`src/rtl/tlb_ctrl.sv`:
```
// tlb_ctrl: TLB entry storage plus CP0 TLBP/TLBR/TLBWI/TLBWR executor and MIPS Random register.
// Latency: TLBR/TLBWI/TLBWR respond 1 cycle after accept, TLBP 2 cycles; table writes are visible the cycle after accept.
// Backpressure: op_ready is high only in IDLE, so one request is in flight at a time and no request is ever dropped.
//
// Ports:
//   clk, reset              clock, synchronous active-high reset
//   op_valid/op_ready       request handshake; op_code 0=TLBP 1=TLBR 2=TLBWI 3=TLBWR
//   entryhi/entrylo0/1      CP0 operand registers, sampled on the accept cycle only
//   index_in, wired_in      CP0 Index and Wired; wired_we pulses when CP0 writes Wired
//   resp_valid, resp_op     one-cycle completion pulse and the op it belongs to
//   probe_miss/probe_index  TLBP result; rd_entryhi/rd_entrylo0/1 TLBR result
//   random_out              current Random register
//   tlb_table               flat entry array for the lookup logic, entry 0 in the LSBs
module tlb_ctrl #(
  parameter int TLB_ENTRIES = 16,
  parameter int IDX_W       = $clog2(TLB_ENTRIES)
) (
  input  logic                      clk,
  input  logic                      reset,
  input  logic                      op_valid,
  output logic                      op_ready,
  input  logic [1:0]                op_code,
  input  logic [31:0]               entryhi,
  input  logic [31:0]               entrylo0,
  input  logic [31:0]               entrylo1,
  input  logic [IDX_W-1:0]          index_in,
  input  logic [IDX_W-1:0]          wired_in,
  input  logic                      wired_we,
  output logic                      resp_valid,
  output logic [1:0]                resp_op,
  output logic                      probe_miss,
  output logic [IDX_W-1:0]          probe_index,
  output logic [31:0]               rd_entryhi,
  output logic [31:0]               rd_entrylo0,
  output logic [31:0]               rd_entrylo1,
  output logic [IDX_W-1:0]          random_out,
  output logic [TLB_ENTRIES*78-1:0] tlb_table
);

  // Field order matches the tlb_table bus layout, first field in the MSBs.
  typedef struct packed {
    logic [18:0] vpn2;
    logic [7:0]  asid;
    logic        g;
    logic [19:0] pfn0;
    logic [2:0]  c0;
    logic        d0;
    logic        v0;
    logic [19:0] pfn1;
    logic [2:0]  c1;
    logic        d1;
    logic        v1;
  } tlb_entry_t;

  typedef enum logic [1:0] {
    S_IDLE  = 2'd0,
    S_PROBE = 2'd1,
    S_RESP  = 2'd2
  } state_t;

  localparam logic [1:0]       OP_TLBP  = 2'd0;
  localparam logic [1:0]       OP_TLBR  = 2'd1;
  localparam logic [1:0]       OP_TLBWR = 2'd3;
  localparam logic [IDX_W-1:0] IDX_MAX  = IDX_W'(TLB_ENTRIES - 1);

  state_t           r_state;
  tlb_entry_t       r_tlb [TLB_ENTRIES];
  logic [IDX_W-1:0] r_random;
  logic [18:0]      r_vpn2;
  logic [7:0]       r_asid;
  logic [1:0]       r_resp_op;
  logic             r_probe_miss;
  logic [IDX_W-1:0] r_probe_index;
  logic [31:0]      r_rd_hi;
  logic [31:0]      r_rd_lo0;
  logic [31:0]      r_rd_lo1;

  logic             w_accept;
  logic [IDX_W-1:0] w_target;
  tlb_entry_t       w_new;
  tlb_entry_t       w_rd;
  logic             w_hit;
  logic [IDX_W-1:0] w_hit_idx;
  logic             w_unused;

  assign w_accept = op_valid && (r_state == S_IDLE);
  // TLBWR targets the Random value visible during the accept cycle, before any wired_we reload.
  assign w_target = (op_code == OP_TLBWR) ? r_random : index_in;
  assign w_rd     = r_tlb[index_in];

  always_comb begin
    w_new      = '0;
    w_new.vpn2 = entryhi[31:13];
    w_new.asid = entryhi[7:0];
    w_new.g    = entrylo0[0] & entrylo1[0];
    w_new.pfn0 = entrylo0[25:6];
    w_new.c0   = entrylo0[5:3];
    w_new.d0   = entrylo0[2];
    w_new.v0   = entrylo0[1];
    w_new.pfn1 = entrylo1[25:6];
    w_new.c1   = entrylo1[5:3];
    w_new.d1   = entrylo1[2];
    w_new.v1   = entrylo1[1];
  end

  // Reserved CP0 bits are architecturally ignored.
  assign w_unused = ^{entryhi[12:8], entrylo0[31:26], entrylo1[31:26]};

  // Scan downward so the lowest matching index is the one left standing.
  always_comb begin
    w_hit     = 1'b0;
    w_hit_idx = '0;
    for (int i = TLB_ENTRIES - 1; i >= 0; i--) begin
      if ((r_tlb[i].vpn2 == r_vpn2) && ((r_tlb[i].asid == r_asid) || r_tlb[i].g)) begin
        w_hit     = 1'b1;
        w_hit_idx = IDX_W'(i);
      end
    end
  end

  always_ff @(posedge clk) begin
    if (reset) begin
      for (int i = 0; i < TLB_ENTRIES; i++) begin
        r_tlb[i] <= '0;
      end
    end else if (w_accept && op_code[1]) begin
      r_tlb[w_target] <= w_new;
    end
  end

  // Zero also wraps to the top so an out-of-range Wired cannot stall the counter.
  always_ff @(posedge clk) begin
    if (reset) begin
      r_random <= IDX_MAX;
    end else if (wired_we || (r_random == wired_in) || (r_random == '0)) begin
      r_random <= IDX_MAX;
    end else begin
      r_random <= r_random - 1'b1;
    end
  end

  always_ff @(posedge clk) begin
    if (reset) begin
      r_state       <= S_IDLE;
      r_vpn2        <= '0;
      r_asid        <= '0;
      r_resp_op     <= '0;
      r_probe_miss  <= 1'b0;
      r_probe_index <= '0;
      r_rd_hi       <= '0;
      r_rd_lo0      <= '0;
      r_rd_lo1      <= '0;
    end else begin
      case (r_state)
        S_IDLE: begin
          if (w_accept) begin
            if (op_code == OP_TLBP) begin
              r_vpn2  <= entryhi[31:13];
              r_asid  <= entryhi[7:0];
              r_state <= S_PROBE;
            end else begin
              r_resp_op <= op_code;
              r_state   <= S_RESP;
              if (op_code == OP_TLBR) begin
                r_rd_hi  <= {w_rd.vpn2, 5'b0, w_rd.asid};
                r_rd_lo0 <= {6'b0, w_rd.pfn0, w_rd.c0, w_rd.d0, w_rd.v0, w_rd.g};
                r_rd_lo1 <= {6'b0, w_rd.pfn1, w_rd.c1, w_rd.d1, w_rd.v1, w_rd.g};
              end
            end
          end
        end
        S_PROBE: begin
          // Table cannot change here: no write is accepted while probing.
          r_probe_miss  <= ~w_hit;
          r_probe_index <= w_hit_idx;
          r_resp_op     <= OP_TLBP;
          r_state       <= S_RESP;
        end
        S_RESP: begin
          r_state <= S_IDLE;
        end
        default: begin
          r_state <= S_IDLE;
        end
      endcase
    end
  end

  for (genvar gi = 0; gi < TLB_ENTRIES; gi++) begin : g_table
    assign tlb_table[gi*78 +: 78] = r_tlb[gi];
  end

  assign op_ready    = (r_state == S_IDLE);
  assign resp_valid  = (r_state == S_RESP);
  assign resp_op     = r_resp_op;
  assign probe_miss  = r_probe_miss;
  assign probe_index = r_probe_index;
  assign rd_entryhi  = r_rd_hi;
  assign rd_entrylo0 = r_rd_lo0;
  assign rd_entrylo1 = r_rd_lo1;
  assign random_out  = r_random;

endmodule

```
`config.mk`:
```
export PLATFORM = sky130hd
export DESIGN_NAME = tlb_ctrl
export DESIGN_NICKNAME = d
export VERILOG_FILES = /design/src/rtl/tlb_ctrl.sv
export SDC_FILE = /design/constraint.sdc
export NUM_CORES = 2
export LEC_CHECK = 0
export CELL_PAD_IN_SITES_DETAIL_PLACEMENT = 1
export CELL_PAD_IN_SITES_GLOBAL_PLACEMENT = 1
export CORE_AREA = 2 2 577 579
export CTS_BUF_LIST = sky130_fd_sc_hd__clkbuf_8
export DETAILED_ROUTE_END_ITERATION = 6
export DIE_AREA = 0 0 579 581
export GPL_TIMING_DRIVEN = 0
export PLACE_DENSITY = 0.44
export SLEW_MARGIN = 20
export SYNTH_ARGS = -nofsm -noshare
export SYNTH_HDL_FRONTEND = slang
export SYNTH_SLANG_ARGS = --single-unit
```
`constraint.sdc`:
```
create_clock -name clk -period 4.2 [get_ports clk]
set_clock_uncertainty 0.2 [all_clocks]
set_input_delay 0.63 -clock clk [delete_from_list [all_inputs] [get_ports clk]]
set_output_delay 0.63 -clock clk [all_outputs]
set_load 0.05 [all_outputs]
```
-- After elaboration in Yosys (flattened, before gate mapping)
Memory sizes are Yosys's and may differ from the RTL's.
Index checks and enable logic that the tools add are counted.
- word-level logic and storage cells: 146
- bits in writable memories: 1248
- flip-flop bits (word level): 119
- output and inout bits: 1357
- bits of input ports: 110
- memories kept: 1
- bitwise logic cells: 3
- multiplexer cells: 47
- reduce and logical (&&, ||, !) cells: 45
- $add $sub $neg: 1
- equality and inequality tests: 39
- memory list (memory ; words ; width ; read ports ; clocked after memory_dff ; wr ports ; RTL line ; RTL):
    r_tlb ; 16 ; 78 ; 17 ; 0 ; 16 ; 67 ; tlb_entry_t r_tlb [TLB_ENTRIES];
- operator list (operator ; number):
    19-bit == test ; 16
    8-bit == test ; 16
    78-bit two-way mux ; 1
    78-bit OR reduction ; 1
    4-bit two-way mux ; 18
    1-bit two-way mux ; 22
    1-bit logical AND ; 18
    1-bit logical OR ; 18
    2-bit two-way mux ; 4
    2-bit case mux with 2 select lines ; 2
    3-bit AND reduction ; 2
    2-bit by 1-bit == test with 1-bit output (second input constant) ; 2
    2-bit == test (second input constant) ; 2
    4-bit == test ; 1
    2-bit logical NOT ; 2
    4-bit logical NOT ; 1
    4-bit AND reduction ; 1
    4-bit by 1-bit subtractor with 4-bit output (second input constant) ; 1
    2-bit by 1-bit != test with 1-bit output (second input constant) ; 1
    2-bit != test (second input constant) ; 1
    1-bit NOT ; 2
    2-bit nonzero test ; 1
    2-bit OR reduction ; 1
    1-bit bitwise AND ; 1

-- Logic depth before layout (Yosys ltp)
An unclocked memory read counts as a cell.
- depth in word-level cells: 21
- depth in mapped cells: 10
- gate-level depth less buffers: 8

-- Worst setup path after synthesis
Ideal clock, no wire load.
- path type: in2reg
- from: in op_code[1]
- to: mem r_tlb[15][0] (netlist name) (enable)
- library setup time: 403 ps
- slack: 661 ps
- path buffers: 3
- data arrival time: 2936 ps
- stages: 8
- required time: 3597 ps
- cell sequence: buf_2 and2_1 clkbuf_1 nand3_1 a21o_1 nor2_1 clkbuf_1 or2_2
- RTL lines (element ; RTL line ; RTL):
    start: declaration ; 22 ; input logic [1:0] op_code,
    end: declaration ; 67 ;

==> metrics.md <==
| Metric | Value |
|---|---|
| Synth Flop Type | edfxtp_1 |
| H-tree depth | 5 |
| # DRC | 0 |
| Synthesized area | 65,260 um^2 |
| Pin count of the biggest net entering global routing | 31 |
| R2R Path End | r_tlb[15][37]$_SDFFCE_PN0P_ |
| Pre-antenna DRT Iters | 5 |
| I/O Buffers | 1,427 |
| Critical path origin | reset |
| Vias in the first global route | 52,390 |
| Row Count | 211 |
| Die height | 581 um |
| Post-Syn Instances | 4,453 |
| Post-synth top cells | edfxtp_1 (1,248), and2_1 (1,234), mux4_2 (390) |
| Synth top area share | 57.43% |
| Vias/cell | 4.673 |
| Total Routed Length | 491,100 um |
| First-pass GRT wire length | 611,500 um |
| CP Max Fanout | 22 |
| Gr usage total | 28.39% |
| Die area | 336,400 um^2 |
| Hpwl dp | 392,100 um |
| Worst EP required | 4.60 ns |
| Setup TNS | 0 ns |
| Routability congestion estimate | 0.9100 |
| P per Cell Area | 391.6 nW/um^2 |
| CTS Root Cell | clkbuf_8 |
| Layout cells sized above 1 | 16.59% |
| Vias | 50,980 |
| Core ar. | 329,700 um^2 |
| Max Slew Vio Count | 0 |
| Post-route minimum period | 4.137 ns |
| Gr ovfl total | 0 |
| R2r setup slk | 0.07 ns |
| Avg Inst Size Synth | 14.66 um^2 |
| Clock transition at path regs | 0.06 ns |
| Tcrit/Tclk final | 98.51% |
| Fin. Hold Viols | 0 |
| Register area share after synthesis | 61.05% |
| Clk buf depth | 4 |
| Type of the worst setup path | input pin to flip-flop |
| Crit path DAT | 4.54 ns |
| Worst Setup End Kind | flip-flop |
| Yosys warning count | 0 |
| Die X | 579 um |
| Synth area leaders | edfxtp_1 (57%), mux4_2 (13%), and2_1 (12%) |
| TritonCTS clock tree | yes |
| Routed Antenna Nets | 0 |
| Top-count cell post-synth | edfxtp_1 |
| RSZ-0062 raised after global routing | no |
| Slew @ Worst Pin | 1.299 ns |
| Layout net count | 6,399 |
| Total power after layout | 36.48 mW |
| Yosys cell types | 57 |
| Fmax | 241.7 MHz |
| Final Setup Violations | 0 |
| Worst r2r src | r_state[0]$_SDFFE_PP0P_ |
| Number of buffers created by CTS | 288 |
| Worst Hold Class | input pin to flip-flop |
| Routed WL per cell | 45.01 um |
| Initial drt markers | 5,325 |
| Crit start category | input pin |
| # IOs | 1,467 |
| Reg2Reg Depth | 9 |
| Async SR Flop Fraction | 0% |
| Finished Layout Cells | 10,910 |
| Placed insts | 10,360 |
| Final core area utilization | 28.25% |
| Yosys reg bits | 1,366 |
| Maximum resistive drop on vdd | 0.2490 mV |
| Last element of the critical path | r_tlb[15][37]$_SDFFCE_PN0P_ |
| Area delta synth->final | 42.75% |
| Sink Count | 1,366 |
| Starting density of the core | 19.79% |
| Clock latency on the worst-skew pair | 1.02 ns |
| Hold path startpoint | entrylo1[24] |
| Yosys top cell by area | edfxtp_1 |
| Slew HR | 13.40% |
| Lkg Pwr | 34.48 nW |
| Status | completed |
| Max-Cap Viols | 0 |
| Initial antenna violation count | 77 |
| EDFF count, synth | 1,248 |
-- what timing repair did --
item | in CTS | in global routing
hold buffers | 3 | 0
pin swaps | 1 | 0
endpoints found under the setup margin | 206 | 3
gates cloned | 2 | 1
resized for setup | 1 | 0
endpoints found under the hold margin | 7 | 0
buffers inserted | 1 | 0
-- worst min path at each step --
stage	endpoint	slack, ns	cells after the start
final	r_tlb[14][23]$_SDFFCE_PN0P_	0.20	2
after global routing	r_tlb[13][20]$_SDFFCE_PN0P_	0.17	2
after CTS	r_tlb[13][20]$_SDFFCE_PN0P_	0.07	2
after detailed placement	rd_entrylo1[22]$_SDFFE_PP0P_	0.25	2
after global placement	rd_entrylo1[22]$_SDFFE_PP0P_	0.25	2
after floorplan	resp_op[0]$_SDFFE_PP0P_	0.34	3
-- where the power goes --
part	total [mW]	switching, mW	internal, mW	leakage (nW)
Clock	14.1	7.00	7.10	3.22
Sequential	16.0	0.666	15.3	13.8
Combinational	6.37	4.46	1.90	17.5
-- critical path, stage by stage --
cell	delay (ns)
clkdlybuf4s50_1	0.78
nand4b_1	0.52
a21o_1	0.38
nor2_4	0.55
buf_16	0.23
clkbuf_2	0.23
buf_12	0.20
or2_4	0.53
buf_16	0.26
-- placed cells by master, fill, tap and decap left out, drive strengths merged, types with 3 or more instances in the layout --
cell           Yosys  final
a21o               3      3
a21oi            126    126
a22oi              3      3
a31oi              3      3
and2            1234   1234
and3              17     17
buf              122    223
bufinv             0      4
clkbuf           284    592
clkdlybuf4s50      0   1423
clkinv             0     60
clkinvlp           0      3
conb               1     17
dfxtp            118    118
diode              0     22
dlygate4sd3        0      3
edfxtp          1248   1248
inv                4    151
mux4             390    390
nand2            229    229
nand2b             4      4
nand3             20     20
nand3b             3      3
nand4             18     18
nor2              25     25
nor3              12     12
nor4              97     97
o21ai              6      6
o21bai             3      3
or2               16     19
or3                8      8
xnor2             65     65
xor2             373    373
-- kinds of logic after synthesis --
family | after synthesis | synth area share [%]
other | 1 | 0.005746
XOR/XNOR | 438 | 5.890
AO/OA/AOI/OAI | 154 | 1.281
buffers and inverters | 410 | 3.024
AND/OR/NAND/NOR | 1693 | 15.28
adder cells (fa/ha/maj) | 1 | 0.01917
flip-flops | 1366 | 61.05
multiplexers | 390 | 13.46
-- metal layers --
layer,share of wire [%],vias up,routed length [um],track usage (%)
met5,0.021,-,105,0
met4,3.8,16,18520,9.549
met3,7.6,578,37510,7.017
met2,49,2710,240800,48.73
met1,40,27770,194100,34.43
li1,-,19910,-,-
-- flip-flops by register name, indices dropped and copies added, names as in the netlist --
| name | count |
|---|---|
| random_out | 4 |
| resp_op | 2 |
| probe_miss | 1 |
| r_tlb | 1248 |
| r_vpn2 | 19 |
| rd_entrylo0 | 25 |
| r_asid | 8 |
| rd_entrylo1 | 26 |
| probe_index | 4 |
| rd_entryhi | 27 |
| r_state | 2 |
-- per-stage QoR --
step / setup slack [ns] / area [um^2] / hold slack, ns
global placement: -6.295 / 85070 / 0.2458
floorplan: 0.6611 / 65320 / 0.3364
global route: 0.04499 / 93110 / 0.1699
CTS: 0.04271 / 93080 / 0.06520
finish: 0.06254 / 93160 / 0.2021
detailed placement: -1.515 / 87660 / 0.2481
-- final cells by class --
| class | instances | area, um^2 |
|---|---|---|
| Antenna cell | 22 | 55.05 |
| Inverter | 4 | 15.01 |
| Tap cell | 4366 | 5463 |
| Clock buffer | 309 | 4253 |
| Sequential cell | 1366 | 39840 |
| Timing Repair Buffer | 1528 | 16670 |
| Multi-Input combinational cell | 2696 | 23690 |
| Clock inverter | 214 | 1125 |
| Buffer | 404 | 2046 |
| Fill cell | 35480 | 236600 |
Power figures use the tool's default switching activity.
